## config.mk

```make
export PLATFORM = sky130hd
export DESIGN_NAME = alu_mul_sequencer
export DESIGN_NICKNAME = d
export VERILOG_FILES = /design/src/rtl/alu_pkg.sv /design/src/rtl/alu_mul_sequencer.sv
export SDC_FILE = /design/constraint.sdc
export NUM_CORES = 1
export LEC_CHECK = 0
export ABC_AREA = 1
export ABC_CLOCK_PERIOD_IN_PS = 3300
export BUFFER_PORTS_ARGS = -buffer_cell sky130_fd_sc_hd__buf_4
export CAP_MARGIN = 10
export CORE_MARGIN = 5
export CORE_UTILIZATION = 40
export DETAILED_ROUTE_END_ITERATION = 10
export GPL_ROUTABILITY_DRIVEN = 0
export PLACE_DENSITY = 0.64
export SLEW_MARGIN = 25
export SYNTH_ARGS = -nofsm -noshare
export SYNTH_HDL_FRONTEND = slang
export SYNTH_SLANG_ARGS = --single-unit
export TNS_END_PERCENT = 1
```

## constraint.sdc

```tcl
create_clock -name clk -period 3.3 [get_ports clk]
set_clock_uncertainty 0.2 [all_clocks]
set_input_delay 0.33 -clock clk [delete_from_list [all_inputs] [get_ports clk]]
set_output_delay 0.33 -clock clk [all_outputs]
set_load 0.02 [all_outputs]
```

## src/rtl/alu_pkg.sv

```systemverilog
// Shared ALU control codes and multiply-sequencer state encoding.
// Imported by the sequencer and by the top level that owns the ALU mux.
package alu_pkg;

  localparam logic [2:0] ALU_ADD = 3'b000;
  localparam logic [2:0] ALU_SHL = 3'b001;
  localparam logic [2:0] ALU_SUB = 3'b010;
  localparam logic [2:0] ALU_XOR = 3'b100;
  localparam logic [2:0] ALU_SHR = 3'b101;
  localparam logic [2:0] ALU_OR  = 3'b110;
  localparam logic [2:0] ALU_AND = 3'b111;

  localparam logic [1:0] ST_IDLE  = 2'd0;
  localparam logic [1:0] ST_ADD   = 2'd1;
  localparam logic [1:0] ST_SHIFT = 2'd2;
  localparam logic [1:0] ST_DONE  = 2'd3;

endpackage

```

## src/rtl/alu_mul_sequencer.sv

```systemverilog
// Shift-add multiplier controller that borrows the shared single-cycle ALU,
// issuing one ADD or SHL per cycle and returning the low XLEN product bits.
module alu_mul_sequencer
  import alu_pkg::*;
#(
  parameter int XLEN       = 32,
  parameter bit EARLY_EXIT = 1'b1
) (
  input  logic            clk,
  input  logic            rst_n,
  input  logic            req_valid,
  output logic            req_ready,
  input  logic [XLEN-1:0] op_a,
  input  logic [XLEN-1:0] op_b,
  output logic            resp_valid,
  input  logic            resp_ready,
  output logic [XLEN-1:0] resp_result,
  output logic            alu_own,
  output logic [XLEN-1:0] alu_srca,
  output logic [XLEN-1:0] alu_srcb,
  output logic [2:0]      alu_ctrl,
  input  logic [XLEN-1:0] alu_result
);

  localparam int CW = $clog2(XLEN);
  localparam logic [CW-1:0] CNT_LAST = CW'(XLEN - 1);

  logic [1:0]      state_reg, state_next;
  logic [XLEN-1:0] acc_reg, acc_next;
  logic [XLEN-1:0] mcand_reg, mcand_next;
  logic [XLEN-1:0] mplier_reg, mplier_next;
  logic [CW-1:0]   cnt_reg, cnt_next;

  always_comb begin
    state_next  = state_reg;
    acc_next    = acc_reg;
    mcand_next  = mcand_reg;
    mplier_next = mplier_reg;
    cnt_next    = cnt_reg;
    case (state_reg)
      ST_IDLE: begin
        if (req_valid) begin
          mcand_next  = op_a;
          mplier_next = op_b;
          acc_next    = '0;
          cnt_next    = '0;
          state_next  = (op_a == '0 || op_b == '0) ? ST_DONE : ST_ADD;
        end
      end
      ST_ADD: begin
        if (mplier_reg[0]) acc_next = alu_result;
        state_next = ST_SHIFT;
      end
      ST_SHIFT: begin
        // The multiplier shift is local; only the multiplicand goes through the ALU.
        mcand_next  = alu_result;
        mplier_next = mplier_reg >> 1;
        cnt_next    = cnt_reg + 1'b1;
        if (cnt_reg == CNT_LAST || (EARLY_EXIT && (mplier_reg >> 1) == '0))
          state_next = ST_DONE;
        else
          state_next = ST_ADD;
      end
      default: begin
        if (resp_ready) state_next = ST_IDLE;
      end
    endcase
  end

  always_ff @(posedge clk) begin
    if (!rst_n) begin
      state_reg  <= ST_IDLE;
      acc_reg    <= '0;
      mcand_reg  <= '0;
      mplier_reg <= '0;
      cnt_reg    <= '0;
    end else begin
      state_reg  <= state_next;
      acc_reg    <= acc_next;
      mcand_reg  <= mcand_next;
      mplier_reg <= mplier_next;
      cnt_reg    <= cnt_next;
    end
  end

  always_comb begin
    req_ready   = (state_reg == ST_IDLE);
    resp_valid  = (state_reg == ST_DONE);
    resp_result = resp_valid ? acc_reg : '0;
    alu_own     = (state_reg == ST_ADD) || (state_reg == ST_SHIFT);
    alu_srca    = '0;
    alu_srcb    = '0;
    alu_ctrl    = ALU_ADD;
    // Idle ALU inputs are forced to zero so the top-level mux sees a quiet bus.
    if (state_reg == ST_ADD) begin
      alu_srca = acc_reg;
      alu_srcb = mcand_reg;
      alu_ctrl = ALU_ADD;
    end else if (state_reg == ST_SHIFT) begin
      alu_srca = mcand_reg;
      alu_srcb = XLEN'(1);
      alu_ctrl = ALU_SHL;
    end
  end

endmodule

```

# Word level (Yosys, flattened, before mapping)

Cells that the tools add are included.

Register bits after elaboration: 103
Bits of input ports: 100
Output and inout port bits: 102

$add $sub $neg: 1
Equality and inequality tests: 6
Multiplexer cells: 21
Reduce and logical (&&, ||, !) cells: 13

Operators by type and width:

| cell                                                                  | number |
|---|---|
| 32-bit two-way mux                                                    | 8 |
| 32-bit one-hot mux with 2 select lines                                | 3 |
| 32-bit zero test                                                      | 3 |
| 5-bit one-hot mux with 2 select lines                                 | 1 |
| 2-bit two-way mux                                                     | 4 |
| 2-bit one-hot mux with 3 select lines                                 | 1 |
| 5-bit by 1-bit adder with 5-bit output, second input constant         | 1 |
| 5-bit equality test, second input constant                            | 1 |
| 5-bit two-way mux                                                     | 1 |
| 2-bit equality test, second input constant                            | 2 |
| 2-bit != test, second input constant                                  | 2 |
| 2-bit AND reduction                                                   | 2 |
| 2-bit nonzero test                                                    | 2 |
| 4-bit nonzero test                                                    | 1 |
| 1-bit logical OR                                                      | 3 |
| 1-bit two-way mux                                                     | 3 |
| 3-bit AND reduction                                                   | 1 |
| 2-bit by 1-bit equality test with 1-bit output, second input constant | 1 |
| 2-bit zero test                                                       | 1 |

# Depth between registers and ports, before layout

Gate-level depths: netlist (run 1).

Word-level depth: 5
Depth in mapped cells: 11
Depth with buffers taken out: 11

# Worst setup path before layout (run 1)

OpenSTA, ideal clock, no wires.

Kind: reg2out
Start point: register state_reg[0]
End point: output alu_srca[0]
Arrival: 1.618 ns
Slack: 1.152 ns
Stages on the path, launching flop included: 6
Cell sequence: dfxtp_1 inv_1 ha_1 clkbuf_1 nand2_1 o21ai_0

Longest elaborated chain between the ends: 3
Elaborated cells between the ends (all ways): 4
Those cells by class: eq/ne (2); mux (2)

RTL lines:

| what                   | RTL line                | source |
|---|---|---|
| start, declared        | alu_mul_sequencer.sv:28 | `logic [1:0] state_reg, state_next;` |
| start signal, assigned | alu_mul_sequencer.sv:78 | `state_reg <= state_next;` |
| 2-bit equality test    | alu_mul_sequencer.sv:99 | `end else if (state_reg == ST_SHIFT) begin` |
| 32-bit two-way mux     | alu_mul_sequencer.sv:99 |  |
| 32-bit two-way mux *   | alu_mul_sequencer.sv:95 | `if (state_reg == ST_ADD) begin` |
| end, declared          | alu_mul_sequencer.sv:19 | `output logic [XLEN-1:0] alu_srca,` |

Every way passes the cells marked *; elsewhere a longest branch is shown, timed or not.

# Worst setup path after layout (run 1)

Start point: register state_reg[1]
End point: output alu_srca[30]

Same word-level chain as after synthesis.

==> impl_results.md, run 1 <==
* CTS buffer count at 9
* Fmax at 0.360 GHz
* Die area at 0.0166 mm^2
* DR WL/cell at 14.6 um
* Fillcell total at 1447
* Core ar. at 0.0139 mm^2
* DR vias/cell at 4.95
* Crit end category: output port
* Hold Violations, Final at 0
* Avg Cell Area, Syn at 6.24 um^2
* Post-synthesis sequential area ratio at 36.5%
* Area of the mapped netlist at 0.00565 mm^2
* DRT antenna net count at 0
* Top Family by Delay on Critical Path: buffers and inverters
* Post-CTS sizing at 0
* Clock power frac at 19.1%
* CTS tree: done
* Number of post-CTS setup repair buffers at 0
* RSZ-0062 raised after global routing: no
* CTS max path bufs at 2
* Pwr Density at 781 mW/mm^2
* Drt first pass iters at 5
* Critical path depth at 6
* Worst Setup Start Kind: flip-flop
* Worst hold stages at 3
* P&R area growth vs syn at 32.5%
* Clk sinks at 103
* Critical path class: reg -> out
* Placed Area at 0.00717 mm^2
* Final period utilization at 84.2%
* IR Drop Worst-Case VDD at 0.405 mV
* CP cell instances: inv_1, ha_4, buf_4, nand2_1, nand2_1, buf_4
* Die extent in y at 129 um
* I/O pin count at 202
* Final Instance Area at 0.00748 mm^2
* Worst Path Required at 2770 ps
* Sequential share of power at 35.3%
* Cells on worst reg2reg path at 9
* Worst-path maximum fanout at 89
* Internal power at 3.24 mW
* Post-DP HPWL at 12900 um
* Vias in the first global route at 5669
* Iter 0 DRT Violations at 362
* Switching Share at 44.6%
* Root buffer cell: clkbuf_16
* Worst skew pair latency at 340 ps
* Psw at 2.60 mW
* # port buffers at 199
* Hold/Removal Path Class: in -> reg
* Yosys cell types at 27
* DRC at 0
* Final min period at 2780 ps
* Initial antenna violation count at 0
* Clock Pin Slew Worst Setup and Hold Paths at 70 ps
* Fin util at 53.9%
* Comb pwr share at 45.6%
* First-pass GRT wire length at 28700 um
* Initial core utilization at 40.7%
* Lkg Pwr at 3.88 nW
* Largest net degree at the start of global routing at 90
* MaxCap Viol Count at 0
* Final wirelength at 18200 um
* Slew Limit Fails at 0
* Max_slew headroom at 38.8%
* Crit-path max cell delay at 730 ps
* H-Tree Depth at 3
* Syn. warnings at 0
* CP arrival at 2250 ps
* Setup violators final at 0
* Number of buffers and inverters on the critical path at 3
* Final-stage net count at 1166
* # hold bufs at CTS at 0
* Status: completed
* Total global-route track usage at 21.4%
* Worst-path cell with the longest stage delay: buf_4
* Die width at 129 um
* Syn Inst Count at 905
* Setup TNS at 0 ps
* Seq cells post-synth at 103
* Share of cells above drive strength 1 at 22.0%
* Actual slew at the worst max-slew pin at 919 ps
* Row count at 43
* Vias at 6162
* Remaining global-route overflow at 0
==> worst min-delay path, cell delays in order <==
cell,delay (ps)
buf_4,110
nand2_1,50
a31oi_1,70
==> cells in the mapped netlist, drive strengths merged <==
cell type	instances	area, um^2
clkbuf	46	173
nand3	67	335
clkinv	1	3.75
a211oi	1	12.5
nor4	1	6.26
o31ai	1	7.51
nand4	3	18.8
buf	23	178
conb	1	3.75
or2	1	6.26
and2	6	37.5
dfxtp	103	2060
nor2	53	199
nand2	322	1210
o21ai	70	354
nor3	4	20.0
inv	93	352
ha	6	75.1
a31oi	63	394
a21oi	40	200
==> layer usage <==
layer / track usage [%] / up-vias / share of wire [%] / routed length [um]
li1: - / 3204 / - / -
met1: 30.6 / 2747 / 46 / 8460
met2: 32.3 / 191 / 45 / 8120
met3: 3.86 / 20 / 7.0 / 1280
met4: 7.47 / 0 / 2.0 / 360
met5: 0 / - / 0 / 0
==> final timing paths <==
check                    start             to  slack (ps)
setup / recovery  state_reg[1]   alu_srca[30]         520
hold / removal        op_a[27]  mcand_reg[27]          70
setup reg to reg  state_reg[0]  mcand_reg[10]         710
hold reg to reg     cnt_reg[4]     cnt_reg[4]         270
==> cells in the final DEF (no fill, tap or decap), drive strengths merged, types with 13 or more instances in the layout <==
cell type and count:
a21oi 40, a31oi 63, buf 212, clkbuf 13, dfxtp 103, inv 93
nand2 322, nand3 67, nor2 53, o21ai 70
==> per-stage QoR <==
step / hold slack, ps / std cells / setup slack [ps] / power [mW]
3_3_place_gp: 260 / 1229 / 566 / 4.75
3_5_place_dp: 268 / 1229 / 720 / 4.76
4_1_cts: 55.5 / 1245 / 517 / 5.88
5_1_grt: 59.6 / 1245 / 339 / 6.29
6_report: 66.0 / 1246 / 521 / 5.85
2_1_floorplan: 245 / 906 / 1150 / 3.96
==> power groups by stage <==
| stage | Combinational, mW | Clock [mW] | Sequential [mW] |
|---|---|---|---|
| after floorplan | 2.01 | 0 | 1.95 |
| after global placement | 2.67 | 0 | 2.08 |
| after detailed placement | 2.69 | 0 | 2.08 |
| after CTS | 2.69 | 1.13 | 2.06 |
| after global routing | 2.99 | 1.18 | 2.12 |
| final | 2.66 | 1.12 | 2.06 |
==> kinds of logic after synthesis <==
logic type	share of synthesized area (%)
adder cells (fa/ha/maj)	1.33
other	0.0664
flip-flops	36.5
AO/OA/AOI/OAI	17.2
buffers and inverters	12.5
AND/OR/NAND/NOR	32.4
==> cell type report <==
| type | count | area, um^2 | area share [%] |
|---|---|---|---|
| Multi-Input combinational cell | 640 | 2910 | 38.9 |
| Sequential cell | 103 | 2060 | 27.6 |
| Timing Repair Buffer | 212 | 1620 | 21.6 |
| Inverter | 94 | 357 | 4.77 |
| Clock buffer | 13 | 270 | 3.61 |
| Tap cell | 180 | 225 | 3.01 |
| Clock inverter | 3 | 40.0 | 0.535 |
| Antenna cell | 1 | 2.50 | 0.0335 |
Note: power is estimated with default switching activity, not from simulation.
==> inputs of run 2 (changes only) <==
ABC_CLOCK_PERIOD_IN_PS = 2700   (was 3300)
clock period = 2.7 ns   (was 3.3 ns; I/O delays follow)
==> impl_results.md, run 2 (synthesis results as in run 1) <==
* Status: completed
* Drt first pass iters at 5
* Final min period at 2500 ps
* DR vias/cell at 5.02
* Die area at 0.0166 mm^2
* Clock Pin Slew Worst Setup and Hold Paths at 70 ps
* Final-stage net count at 1170
* Final period utilization at 92.7%
* RSZ-0062 raised after global routing: no
* Max_slew headroom at 60.5%
* Initial antenna violation count at 0
* Routed met3 length at 1350 um
* # hold bufs at CTS at 0
* Vias in the first global route at 5597
* IR Drop Worst-Case VDD at 0.606 mV
* P&R area growth vs syn at 33.3%
* CP cell instances: inv_1, ha_4, buf_4, nand3_1, nand2_1, buf_4
* MaxCap Viol Count at 0
* H-Tree Depth at 3
* Die extent in y at 129 um
* Commonest non-fill, non-tap cell in the layout: nand2_1
* Switching Share at 44.3%
* Clock power frac at 18.2%
* DRC at 0
* Setup violators final at 0
* Critical path class: reg -> out
* Crit end category: output port
* Psw at 3.18 mW
* Post-DP HPWL at 12900 um
* Worst-path cell with the longest stage delay: ha_4
* Lkg Pwr at 3.91 nW
* CP arrival at 2030 ps
* Ant. Diodes at 0
* Initial core utilization at 40.7%
* Number of buffers and inverters on the critical path at 3
* Internal power at 4.00 mW
* Remaining global-route overflow at 0
* Pwr Density at 954 mW/mm^2
* Clk sinks at 103
* Fmax at 0.400 GHz
* Fin util at 54.2%
* Max layer used: met4
* Post-CTS sizing at 0
* Die width at 129 um
* Final wirelength at 18100 um
* First-pass GRT wire length at 28300 um
* Actual slew at the worst max-slew pin at 592 ps
* Row count at 43
* Vias at 6270
* Share of cells above drive strength 1 at 22.1%
* Largest net degree at the start of global routing at 60
* Sequential share of power at 34.8%
* Slew Limit Fails at 0
* I/O pin count at 202
* Root buffer cell: clkbuf_16
* Comb pwr share at 47.0%
* Worst Path Required at 2230 ps
* Hold Violations, Final at 0
* Worst-path maximum fanout at 39
* Crit-path max cell delay at 470 ps
* Worst skew pair latency at 340 ps
* DR WL/cell at 14.5 um
* Total global-route track usage at 20.9%
* Core ar. at 0.0139 mm^2
* Fillcell total at 1459
* Top cell by count, worst path: buf_4
* CTS tree: done
* # port buffers at 199
* Top Family by Delay on Critical Path: buffers and inverters
* Iter 0 DRT Violations at 520
* Worst Setup Start Kind: flip-flop
* CTS buffer count at 9
* Setup TNS at 0 ps
* Met2 WL at 8210 um
* CTS max path bufs at 2
* Commonest cells after routing, fill and taps aside: nand2_1 (322), buf_4 (211), dfxtp_1 (103), inv_1 (91), nand3_1 (67)
* Hold/Removal Path Class: in -> reg
* M1 wire length at 8320 um
* DRT antenna net count at 0
* Number of post-CTS setup repair buffers at 0
[run 2: cell count changes in the layout (fill, tap and decap cells not counted)]
cell	previous run	this run
buf_12	2	5
clkbuf_8	3	1
buf_4	210	211
clkbuf_1	1	2
clkinv_1	0	1
diode_2	1	0
[run 2: power groups by stage]
stage / sequential (mW) / combinational (mW) / clock, mW
finish: 2.50 / 3.37 / 1.31
global route: 2.57 / 3.77 / 1.38
CTS: 2.49 / 3.40 / 1.31
detailed placement: 2.52 / 3.39 / 0
global placement: 2.52 / 3.34 / 0
floorplan: 2.39 / 2.45 / 0
[run 2: routing by layer]
layer,vias to the layer above,track usage [%]
met4,0,5.62
li1,3214,-
met1,2850,29.5
met5,-,0
met2,196,32.7
met3,10,3.82
[run 2: layout make-up]
cell class                      instances  area, um^2  share of cell area, %
Inverter                               94         355                   4.72
Clock buffer                           12         246                   3.28
Multi-Input combinational cell        640        2910                   38.6
Timing Repair Buffer                  216        1680                   22.4
Sequential cell                       103        2060                   27.4
Tap cell                              180         225                   2.99
Clock inverter                          4        45.0                  0.599
[run 2: final timing paths]
| path | start | endpoint | slack (ps) | cells after the start |
|---|---|---|---|---|
| setup / recovery | state_reg[0] | alu_srca[24] | 200 | 6 |
| setup reg to reg | state_reg[0] | mcand_reg[11] | 490 | 9 |
| hold / removal | op_b[28] | mplier_reg[28] | 10 | 3 |
| hold reg to reg | cnt_reg[4] | cnt_reg[4] | 280 | 2 |
[run 2: worst reg2reg max path: cells and delay by family (launching register included)]
| family | cells | cell delay [ps] |
|---|---|---|
| compound gates | 3 | 460 |
| fa+ha+maj | 1 | 280 |
| flops | 1 | 430 |
| buf+inv | 4 | 550 |
| simple gates | 1 | 220 |
[run 2: through the flow]
stage          area (um^2)  power [mW]  cells  setup WS [ps]  hold slack (ps)
3_3_place_gp          7230        5.87   1233            565              265
3_5_place_dp          7230        5.91   1233            505              265
5_1_grt               7530        7.72   1249           91.6             10.9
4_1_cts               7530        7.20   1249            169             1.95
2_1_floorplan         5650        4.84    906            596              226
6_report              7530        7.18   1249            198             11.2
==> inputs of run 3 (changes only) <==
ABC_CLOCK_PERIOD_IN_PS = 2170   (was 2700)
CAP_MARGIN = not set   (was 10)
PLACE_DENSITY = 0.66   (was 0.64)
clock period = 2.17 ns   (was 2.7 ns; I/O delays follow)
==> impl_results.md, run 3 (synthesis results as in run 1) <==
* H-Tree Depth at 3
* Setup violators final at 0
* Final Instance Area at 0.00862 mm^2
* Critical path class: reg -> out
* Pwr Density at 1090 mW/mm^2
* Worst slack, placed at 148 ps
* Final period utilization at 95.3%
* Largest net degree at the start of global routing at 70
* Crit end category: output port
* Worst-path cell with the longest stage delay: dfxtp_1
* Drt first pass iters at 5
* DR vias/cell at 4.96
* Status: completed
* Psw at 4.05 mW
* Sequential share of power at 33.1%
* RSZ-0062 raised after global routing: no
* IR Drop Worst-Case VDD at 0.656 mV
* R2R setup slack at 210 ps
* GR Util met3 at 4.28%
* Total global-route track usage at 23.1%
* Initial core utilization at 40.7%
* Lkg Pwr at 4.38 nW
* Root buffer cell: clkbuf_16
* Remaining global-route overflow at 0
* CTS max path bufs at 2
* Initial antenna violation count at 0
* Die area at 0.0166 mm^2
* Commonest non-fill, non-tap cell in the layout: nand2_1
* M1 GR Usage at 29.7%
* Commonest cells after routing, fill and taps aside: nand2_1 (322), buf_4 (220), dfxtp_1 (102), dlygate4sd3_1 (96), inv_1 (91)
* Core ar. at 0.0139 mm^2
* Setup TNS at 0 ps
* Post-DP HPWL at 13000 um
* Slew Limit Fails at 0
* # port buffers at 199
* Hold/Removal Path Class: in -> reg
* Clock power frac at 18.2%
* CTS tree: done
* Crit-path max cell delay at 310 ps
* DRC at 0
* Fmax at 0.483 GHz
* Row count at 43
* Vias in the first global route at 6571
* Worst-path maximum fanout at 11
* Power Total at 9.37 mW
* First-pass GRT wire length at 31700 um
* Final min period at 2070 ps
* MaxCap Viol Count at 0
* Fin util at 62.1%
* Die width at 129 um
* CTS buffer count at 9
* Share of cells above drive strength 1 at 21.1%
* Layer with the highest usage: met2
* Final wirelength at 19400 um
* P&R area growth vs syn at 52.6%
* Placed Area at 0.00731 mm^2
* CP cell instances: buf_4, ha_4, clkinv_1, buf_6, nand2_1, o21ai_0, buf_4
* Final-stage net count at 1278
* Comb pwr share at 48.7%
* Worst Path Required at 1750 ps
* Ant. Diodes at 0
* Hold Violations, Final at 0
* Top cell by count, worst path: buf_4
* I/O pin count at 202
* DRT antenna net count at 0
* Die extent in y at 129 um
* DR WL/cell at 14.3 um
* Worst Setup Start Kind: flip-flop
* Worst Setup Slack, final at 101 ps
* Worst skew pair latency at 340 ps
* Met2 GRT Util at 38.9%
* Clock Pin Slew Worst Setup and Hold Paths at 70 ps
* Internal power at 5.32 mW
* Iter 0 DRT Violations at 416
* Clk sinks at 103
* Fillcell total at 1299
* CP arrival at 1650 ps
* Switching Share at 43.2%
* Vias at 6733
## run 3: layout make-up
type	count	area [um^2]	area share, %
clock buffer	12	236	2.74
clock inverter	4	70.1	0.813
inverter	94	355	4.12
multi-input combinational	640	2910	33.7
sequential	103	2070	24.0
tap	180	225	2.61
timing repair buffer	324	2760	32.0
## run 3: layer usage
layer	wire length (um)	share of wire, %
met2	9230	48
met1	8310	43
met4	409	2.1
met5	0	0
met3	1440	7.4
## run 3: final timing paths
kind	startpoint	end	cells past startpoint
worst max-delay path	state_reg[0]	alu_srca[0]	7
worst min-delay path	op_a[21]	mcand_reg[21]	3
worst max register to register	state_reg[1]	mplier_reg[16]	9
worst min register to register	cnt_reg[4]	cnt_reg[4]	2
## run 3: critical path: cells and delay by family, from the launching register on
kind                     cells  cell delay, ps
buffers and inverters        4             580
flip-flops                   1             310
adder cells (fa/ha/maj)      1             180
AO/OA/AOI/OAI                1             170
AND/OR/NAND/NOR              1              70
## run 3: what timing repair did
action | CTS | global route
resized for setup | 1 | 4
hold endpoints to repair | 98 | 0
hold buffers | 96 | 0
setup buffers | 0 | 3
endpoints found under the setup margin | 10 | 48
pin swaps | 0 | 1
## run 3: metrics by stage
stage / cells / hold slack (ps)
finish: 1357 / 43.7
global route: 1357 / 52.1
CTS: 1354 / 37.3
detailed placement: 1242 / 262
global placement: 1242 / 253
floorplan: 906 / 173
## run 3: power by group through the flow
stage / Sequential, mW / Combinational (mW) / Clock [mW]
2_1_floorplan: 2.97 / 3.05 / 0
6_report: 3.11 / 4.56 / 1.70
3_5_place_dp: 3.13 / 4.38 / 0
4_1_cts: 3.10 / 4.54 / 1.74
3_3_place_gp: 3.14 / 4.32 / 0
5_1_grt: 3.21 / 5.07 / 1.81
